<file path="src/rtl/bcd_seq_ctrl.sv">
// Digit-serial BCD add/subtract sequencer: one decimal digit per clock, LSD first,
// with a ten's-complement fix pass when a subtraction goes negative.
module bcd_seq_ctrl #(
    parameter int DIGITS = 2
) (
    input  logic                  CLOCK_50,
    input  logic                  reset,
    input  logic                  start,
    input  logic                  op,
    input  logic [4*DIGITS-1:0]   a_bcd,
    input  logic [4*DIGITS-1:0]   b_bcd,
    output logic                  busy,
    output logic                  done,
    output logic [4*DIGITS-1:0]   result,
    output logic                  cout,
    output logic                  neg,
    output logic                  err
);

    localparam int W     = 4 * DIGITS;
    localparam int IDX_W = (DIGITS > 1) ? $clog2(DIGITS) : 1;
    localparam logic [IDX_W-1:0] LAST = IDX_W'(DIGITS - 1);

    typedef enum logic [2:0] {IDLE, LOAD, CALC, COMP, DONE} state_t;

    state_t           state, state_n;
    logic [W-1:0]     a_q, b_q, a_n, b_n, result_n;
    logic             op_q, op_n, carry, carry_n;
    logic [IDX_W-1:0] idx, idx_n;
    logic             cout_n, neg_n, err_n;

    logic [3:0]       a_dig, b_dig, r_dig, cell_x, cell_y, sum_dig;
    logic [4:0]       cell_t;
    logic             cell_c, bad_digit;

    always_comb begin
        a_dig     = 4'd0;
        b_dig     = 4'd0;
        r_dig     = 4'd0;
        bad_digit = 1'b0;
        for (int d = 0; d < DIGITS; d++) begin
            if (idx == IDX_W'(d)) begin
                a_dig = a_q[4*d +: 4];
                b_dig = b_q[4*d +: 4];
                r_dig = result[4*d +: 4];
            end
            if (a_q[4*d +: 4] > 4'd9 || b_q[4*d +: 4] > 4'd9)
                bad_digit = 1'b1;
        end

        // The single-digit adder cell is shared by the CALC and COMP passes.
        cell_x  = (state == COMP) ? 4'd9 - r_dig : a_dig;
        cell_y  = (state == COMP) ? 4'd0 : (op_q ? 4'd9 - b_dig : b_dig);
        cell_t  = {1'b0, cell_x} + {1'b0, cell_y} + {4'd0, carry};
        cell_c  = cell_t > 5'd9;
        sum_dig = cell_c ? 4'(cell_t - 5'd10) : cell_t[3:0];
    end

    always_comb begin
        state_n  = state;
        a_n      = a_q;
        b_n      = b_q;
        op_n     = op_q;
        idx_n    = idx;
        carry_n  = carry;
        result_n = result;
        cout_n   = cout;
        neg_n    = neg;
        err_n    = err;

        unique case (state)
            IDLE: begin
                if (start) begin
                    a_n     = a_bcd;
                    b_n     = b_bcd;
                    op_n    = op;
                    state_n = LOAD;
                end
            end
            LOAD: begin
                cout_n = 1'b0;
                neg_n  = 1'b0;
                if (bad_digit) begin
                    err_n    = 1'b1;
                    result_n = '0;
                    state_n  = DONE;
                end else begin
                    err_n   = 1'b0;
                    idx_n   = '0;
                    carry_n = op_q;
                    state_n = CALC;
                end
            end
            CALC, COMP: begin
                for (int d = 0; d < DIGITS; d++)
                    if (idx == IDX_W'(d))
                        result_n[4*d +: 4] = sum_dig;
                carry_n = cell_c;
                idx_n   = idx + 1'b1;
                if (idx == LAST) begin
                    state_n = DONE;
                    // A subtract with no final carry borrowed: complement the magnitude.
                    if (state == CALC && !op_q) begin
                        cout_n = cell_c;
                    end else if (state == CALC && !cell_c) begin
                        neg_n   = 1'b1;
                        idx_n   = '0;
                        carry_n = 1'b1;
                        state_n = COMP;
                    end
                end
            end
            DONE: state_n = IDLE;
            default: state_n = IDLE;
        endcase
    end

    always_ff @(posedge CLOCK_50) begin
        if (reset) begin
            state  <= IDLE;
            a_q    <= '0;
            b_q    <= '0;
            op_q   <= 1'b0;
            idx    <= '0;
            carry  <= 1'b0;
            result <= '0;
            cout   <= 1'b0;
            neg    <= 1'b0;
            err    <= 1'b0;
        end else begin
            state  <= state_n;
            a_q    <= a_n;
            b_q    <= b_n;
            op_q   <= op_n;
            idx    <= idx_n;
            carry  <= carry_n;
            result <= result_n;
            cout   <= cout_n;
            neg    <= neg_n;
            err    <= err_n;
        end
    end

    assign busy = (state != IDLE);
    assign done = (state == DONE);

endmodule

</file>
<file path="config.mk">
export PLATFORM = sky130hd
export DESIGN_NAME = bcd_seq_ctrl
export DESIGN_NICKNAME = d
export VERILOG_FILES = /design/src/rtl/bcd_seq_ctrl.sv
export SDC_FILE = /design/constraint.sdc
export NUM_CORES = 1
export LEC_CHECK = 0
export CELL_PAD_IN_SITES_DETAIL_PLACEMENT = 1
export CELL_PAD_IN_SITES_GLOBAL_PLACEMENT = 2
export CORE_ASPECT_RATIO = 0.6
export CORE_MARGIN = 2
export CORE_UTILIZATION = 33
export DETAILED_ROUTE_END_ITERATION = 12
export GPL_TIMING_DRIVEN = 0
export PLACE_DENSITY_LB_ADDON = 0.05
export RECOVER_POWER = 50
export SYNTH_ARGS = -nofsm -noshare
export SYNTH_HDL_FRONTEND = slang
export SYNTH_SLANG_ARGS = --single-unit
</file>
<file path="constraint.sdc">
create_clock -name CLOCK_50 -period 9.5 [get_ports CLOCK_50]
set_input_delay 0.95 -clock CLOCK_50 [delete_from_list [all_inputs] [get_ports CLOCK_50]]
set_output_delay 0.95 -clock CLOCK_50 [all_outputs]
set_load 0.02 [all_outputs]
</file>
---- Word level (Yosys, flattened, before mapping) ----
Index checks and enable logic that the tools add are counted.
storage, ports and cells
  memories kept ........................... 0
  output and inout port bits .............. 13
  bits in registers ....................... 33
  bits in read-only memories .............. 0
  memory bits (writable) .................. 0
  input port bits ......................... 20
  bits in latches ......................... 0
cells by class
  reductions and logical operators ........ 17
  add/sub/neg operators ................... 6
  multipliers ............................. 0
  muxes and demuxes ....................... 37
  shifts and indexed selects .............. 0
  bitwise logic cells ..................... 0
  eq/ne operators ......................... 12
  magnitude comparators ................... 5
  divide/modulo/power cells ............... 0
operators with widths
  cell                 count
  $mux 4               9
  $gt 4x4->1 const B   4
  $mux 1               16
  $ne 2x2->1 const B   8
  $pmux 8 s2           1
  $mux 3               5
  $pmux 3 s3           1
  $reduce_and 3->1     3
  $mux 8               1
  $pmux 1 s2           4
  $sub 4x4->4 const A  2
  $eq 3x2->1 const B   2
  $reduce_and 2->1     3
  $add 4x4->5          1
  $add 5x1->5          1
  $gt 5x4->1 const B   1
  $reduce_and 4->1     1
  $sub 4x4->4 const B  1
  $eq 3x1->1 const B   1
  $eq 3x3->1 const B   1
  $logic_not 3->1      1
  $reduce_bool 3->1    1
  $logic_and 1x1->1    2
  $logic_not 1->1      2
  4 further kinds      5

---- Depth between registers and ports, before layout ----
  depth in word-level cells ............... 13
  gate-level depth with buffers ........... 17

---- Least setup slack after synthesis ----
No wires, ideal clock.
  path type ............................... flip-flop to flip-flop
  start ................................... reg state[1]
  end ..................................... reg cout
  setup time .............................. 0.067 ns
  setup slack ............................. 6.277 ns
  cell stages (with the launch flop) ...... 18
  required time ........................... 9.433 ns
  arrival time ............................ 3.155 ns
  buffers on the path ..................... 4
  period minus slack after synthesis ...... 3.223 ns
  cell sequence ........................... dfxtp_1 buf_2 nand2b_1 clkbuf_1 or2_1 clkbuf_1 nand2_1 o21ai_0 o21ai_0 fa_1 inv_1 fa_1 buf_6 xnor2_2 and2_4 o31a_4 or3_1 a21oi_2
on the way
  longest elaborated chain between the ends .. 8
  elaborated cells on any way between the ends .. 17
  those cells by class .................... 2 x add/sub; 1 x order compare; 5 x eq/ne; 5 x mux; 4 x reduce/logical
ends and longest elaborated chain
  item                       RTL line    source
  start, declared            26          state_t state, state_n;
  start signal, assigned     131         state <= state_n;
  $eq 3x2->1                 52, 53, 71
  $mux 4 (on tied branches)  52, 53
  $add 4x4->5                54          cell_t = {1'b0, cell_x} + {1'b0, cell_y} + {4'd0, carry};
  $add 5x1->5                54
  $gt 5x4->1                 55          cell_c = cell_t > 5'd9;
  $mux 1                     103         if (state == CALC && !op_q) begin
  $mux 1                     100         if (idx == LAST) begin
  $pmux 1 s2                 71          unique case (state)
  end signal, assigned       138         cout <= cout_n;
  end, declared              15          output logic cout,
Parallel ways exist; a longest one is shown, timed or not. The select of a mux whose other input is x is not followed.
A chain may end at the register's enable or synchronous reset.

---- Worst setup path after layout ----
  start ................................... reg idx
  end ..................................... reg result[3]
on the way
  longest elaborated chain between the ends .. 10
  elaborated cells on any way between the ends .. 17
  those cells by class .................... 5 x add/sub; 1 x order compare; 1 x eq/ne; 9 x mux; 1 x reduce/logical
ends and longest elaborated chain
  item                                       RTL line  source
  start, declared                            29        logic [IDX_W-1:0] idx, idx_n;
  start signal, assigned                     135       idx <= idx_n;
  $mux 4                                     42        if (idx == IDX_W'(d)) begin
  $sub 4x4->4                                53        cell_y = (state == COMP) ? 4'd0 : (op_q ? 4'd9 - b_dig : b_dig);
  $mux 4 (2 in series)                       53
  $add 4x4->5                                54
  $add 5x1->5                                54
  $sub 4x4->4 or $gt 5x4->1 (tied branches)  56, 55
  $mux 4                                     56        sum_dig = cell_c ? 4'(cell_t - 5'd10) : cell_t[3:0];
  $mux 4                                     96        if (idx == IDX_W'(d))
  $pmux 8 s2                                 71
  end signal, assigned                       137       result <= result_n;
  end, declared                              14        output logic [4*DIGITS-1:0] result,
Parallel ways exist; a longest one is shown, timed or not. The select of a mux whose other input is x is not followed.

==> reports/qor.yml <==
cts_tree: "yes"
power_density_mw_per_mm2: 209
min_path_type: "reg -> reg"
worst_pin_slew_ps: 614
synth_edf_count: 0
clock_sinks: 33
max_stage_delay_ps: 510
overflow: 0
avgRoutedWirePerCell_um: 15.9
avgSynthCellArea_um2: 7.80
timing.hold.ws_ps: 460
clock.fmax_ghz: 0.267
gp_congestion: 0.794
drv_cap: 0
cts-buffers-inserted: 5
htree_levels: 2
critPathArrivalTime_ps: 3950
cts_buffer_depth: 2
final-max-slew-violation-count: 0
synth_top_area_frac: 0.336
drc: 0
synth.distinct_cells: 50
outcome: "finished, final reports clean"
setup_ws_ps: 5750
stdcell_count: 372
place_inst: 364
synthTopCellsByArea: "dfxtp_1 (34%), nand2_1 (9.0%), a21oi_1 (7.1%), mux2i_1 (6.6%), nor2_1 (4.6%)"
cts_setup_buffers: 0
reg2reg_depth: 13
seq_area_frac_synth: 0.336
power.total_w: 0.000522
syn_area_mm2: 0.00196
antenna_found_initial: 0
vdd_drop_max_uv: 83.6
insertion_delay_ps: 300
multiInputGateArea_mm2: 0.00119
post_cts_resized: 0
dr.pass1.iters: 4
hold_depth: 2
yosys_warnings: 0
synth_top_cell_by_area: "dfxtp_1"
synthFlopType: "dfxtp_1"
pre_cts_slack_ps: 5790
relSlewSlack: 0.588
start_kind: "register"
setup_viol: 0
post-route-period-util: 0.395
setup_tns_ps: 0
num_io_pins: 33
rows: 21
grt_pass1_wl_um: 10100
root_buffer: "clkbuf_8"
worstSetupEndpointType: "register"
power_leakage_nw: 0.994
vias: 1879
die-area_mm2: 0.00661
grt_max_degree: 11
fillers: 707
core_area_mm2: 0.00565
ant_nets: 0
numPortBuffers: 32
yosys_register_bits: 33
hpwl_um: 4500
critPathRequiredTime_ps: 9700
track_usage: 0.197
die_h_um: 63.8
layout-drive-gt1-share: 0.0822
hold_viol_final: 0
vias_per_cell: 5.05
path_cells: "buf_2 -> buf_1 -> mux2i_1 -> ha_1 -> nand2_1 -> xnor2_1 -> nor2_1 -> ha_1 -> or2_1 -> o311ai_1 -> nor2_1 -> mux2i_1 -> o41ai_1"
detail_route.wirelength_um: 5900
synth_nets: 280
syn_to_final_growth_pct: 27.3
grt_pass1_vias: 1922
holdBufCountCts: 0
worst-path-max-fanout: 10
finalClockSkew_ps: 5.21
mostFrequentLayoutCells: "nand2_1 (47), dfxtp_1 (33), a21oi_1 (28)"
diodes: 0
final_common_cell: "nand2_1"
synthArstFlopShare: 0
cpMaxStageDelayCell: "buf_1"
dieWidth_um: 104
final-seq-area_um2: 661
grt_setup_unrepaired: "false"
layout.nets: 319
period_needed_ps: 3750
clkTransAtPathRegs_ps: 70
worstSetupPathType: "reg -> reg"
drt_iter0_drc: 47
syn_inst: 252
initial_core_util: 0.348
-- registers in the layout, summed over array words and instances (netlist names) --
signal	cells
result	8
op_q	1
err	1
neg	1
idx	1
a_q	8
b_q	8
cout	1
carry	1
state	3
-- worst paths after layout --
check | startpoint | to | slack (ps)
hold / removal | b_q[4]$_SDFFE_PP0P_ | b_q[4]$_SDFFE_PP0P_ | 460
setup reg to reg | idx$_SDFFE_PP0P_ | result[3]$_SDFFE_PP0P_ | 5750
hold reg to reg | b_q[4]$_SDFFE_PP0P_ | b_q[4]$_SDFFE_PP0P_ | 460
setup / recovery | idx$_SDFFE_PP0P_ | result[3]$_SDFFE_PP0P_ | 5750
-- report_power, final --
group	internal, W	switching (W)
combinational	0.0000902	0.000126
sequential	0.000153	0.00000975
clock	0.0000856	0.0000570
-- metrics by stage --
stage	util	cell area, um2
floorplan	-	1960
CTS	0.443	2500
global placement	0.422	2380
finish	0.443	2500
detailed placement	0.422	2380
global route	0.443	2500
-- synth_stat cells, drive strengths merged (2+ instances only) --
| master | n |
|---|---|
| mux2i | 13 |
| o21a | 4 |
| or2 | 3 |
| a211oi | 2 |
| nor2 | 24 |
| nand2 | 47 |
| a21oi | 29 |
| o31ai | 3 |
| inv | 7 |
| nand2b | 3 |
| nor2b | 3 |
| o41ai | 3 |
| nand3 | 7 |
| o21ai | 14 |
| and2 | 3 |
| nor3 | 3 |
| fa | 2 |
| clkbuf | 9 |
| a21o | 3 |
| nor3b | 2 |
| dfxtp | 33 |
| ha | 6 |
| or3 | 3 |
| buf | 8 |
| xnor2 | 4 |
-- area by class of cell --
cell class	instances	share of cell area
plain buffers	17	0.0350
flip-flops and latches	33	0.264
clock buffers	7	0.0345
clock inverters	1	0.0120
well taps	80	0.0400
inverters	7	0.0105
multi-input cells	195	0.476
repair buffers	32	0.128
-- cells by family (layout without fill, tap and decap cells) --
| family | Yosys count | after routing | share of synthesized area |
|---|---|---|---|
| buf+inv | 24 | 64 | 0.0580 |
| simple gates | 101 | 101 | 0.230 |
| mux | 13 | 13 | 0.0662 |
| fa+ha+maj | 8 | 8 | 0.0586 |
| compound gates | 69 | 69 | 0.229 |
| flops | 33 | 33 | 0.336 |
| xor+xnor | 4 | 4 | 0.0217 |
-- critical path: cells and delay by family (launching register included) --
kind,cells,cell delay [ps]
compound gates,2,750
xor+xnor,1,200
fa+ha+maj,2,490
buf+inv,2,780
flops,1,360
mux,2,540
simple gates,4,510
-- routing by layer --
layer  up-vias  routed length [um]  track usage
met5         -                   0            0
met4         0                  85       0.0557
met3         7                 322       0.0520
met2        33                2340        0.289
met1       886                3150        0.283
li1        953                   -            -
No activity file was read; power rests on OpenSTA's default activity.
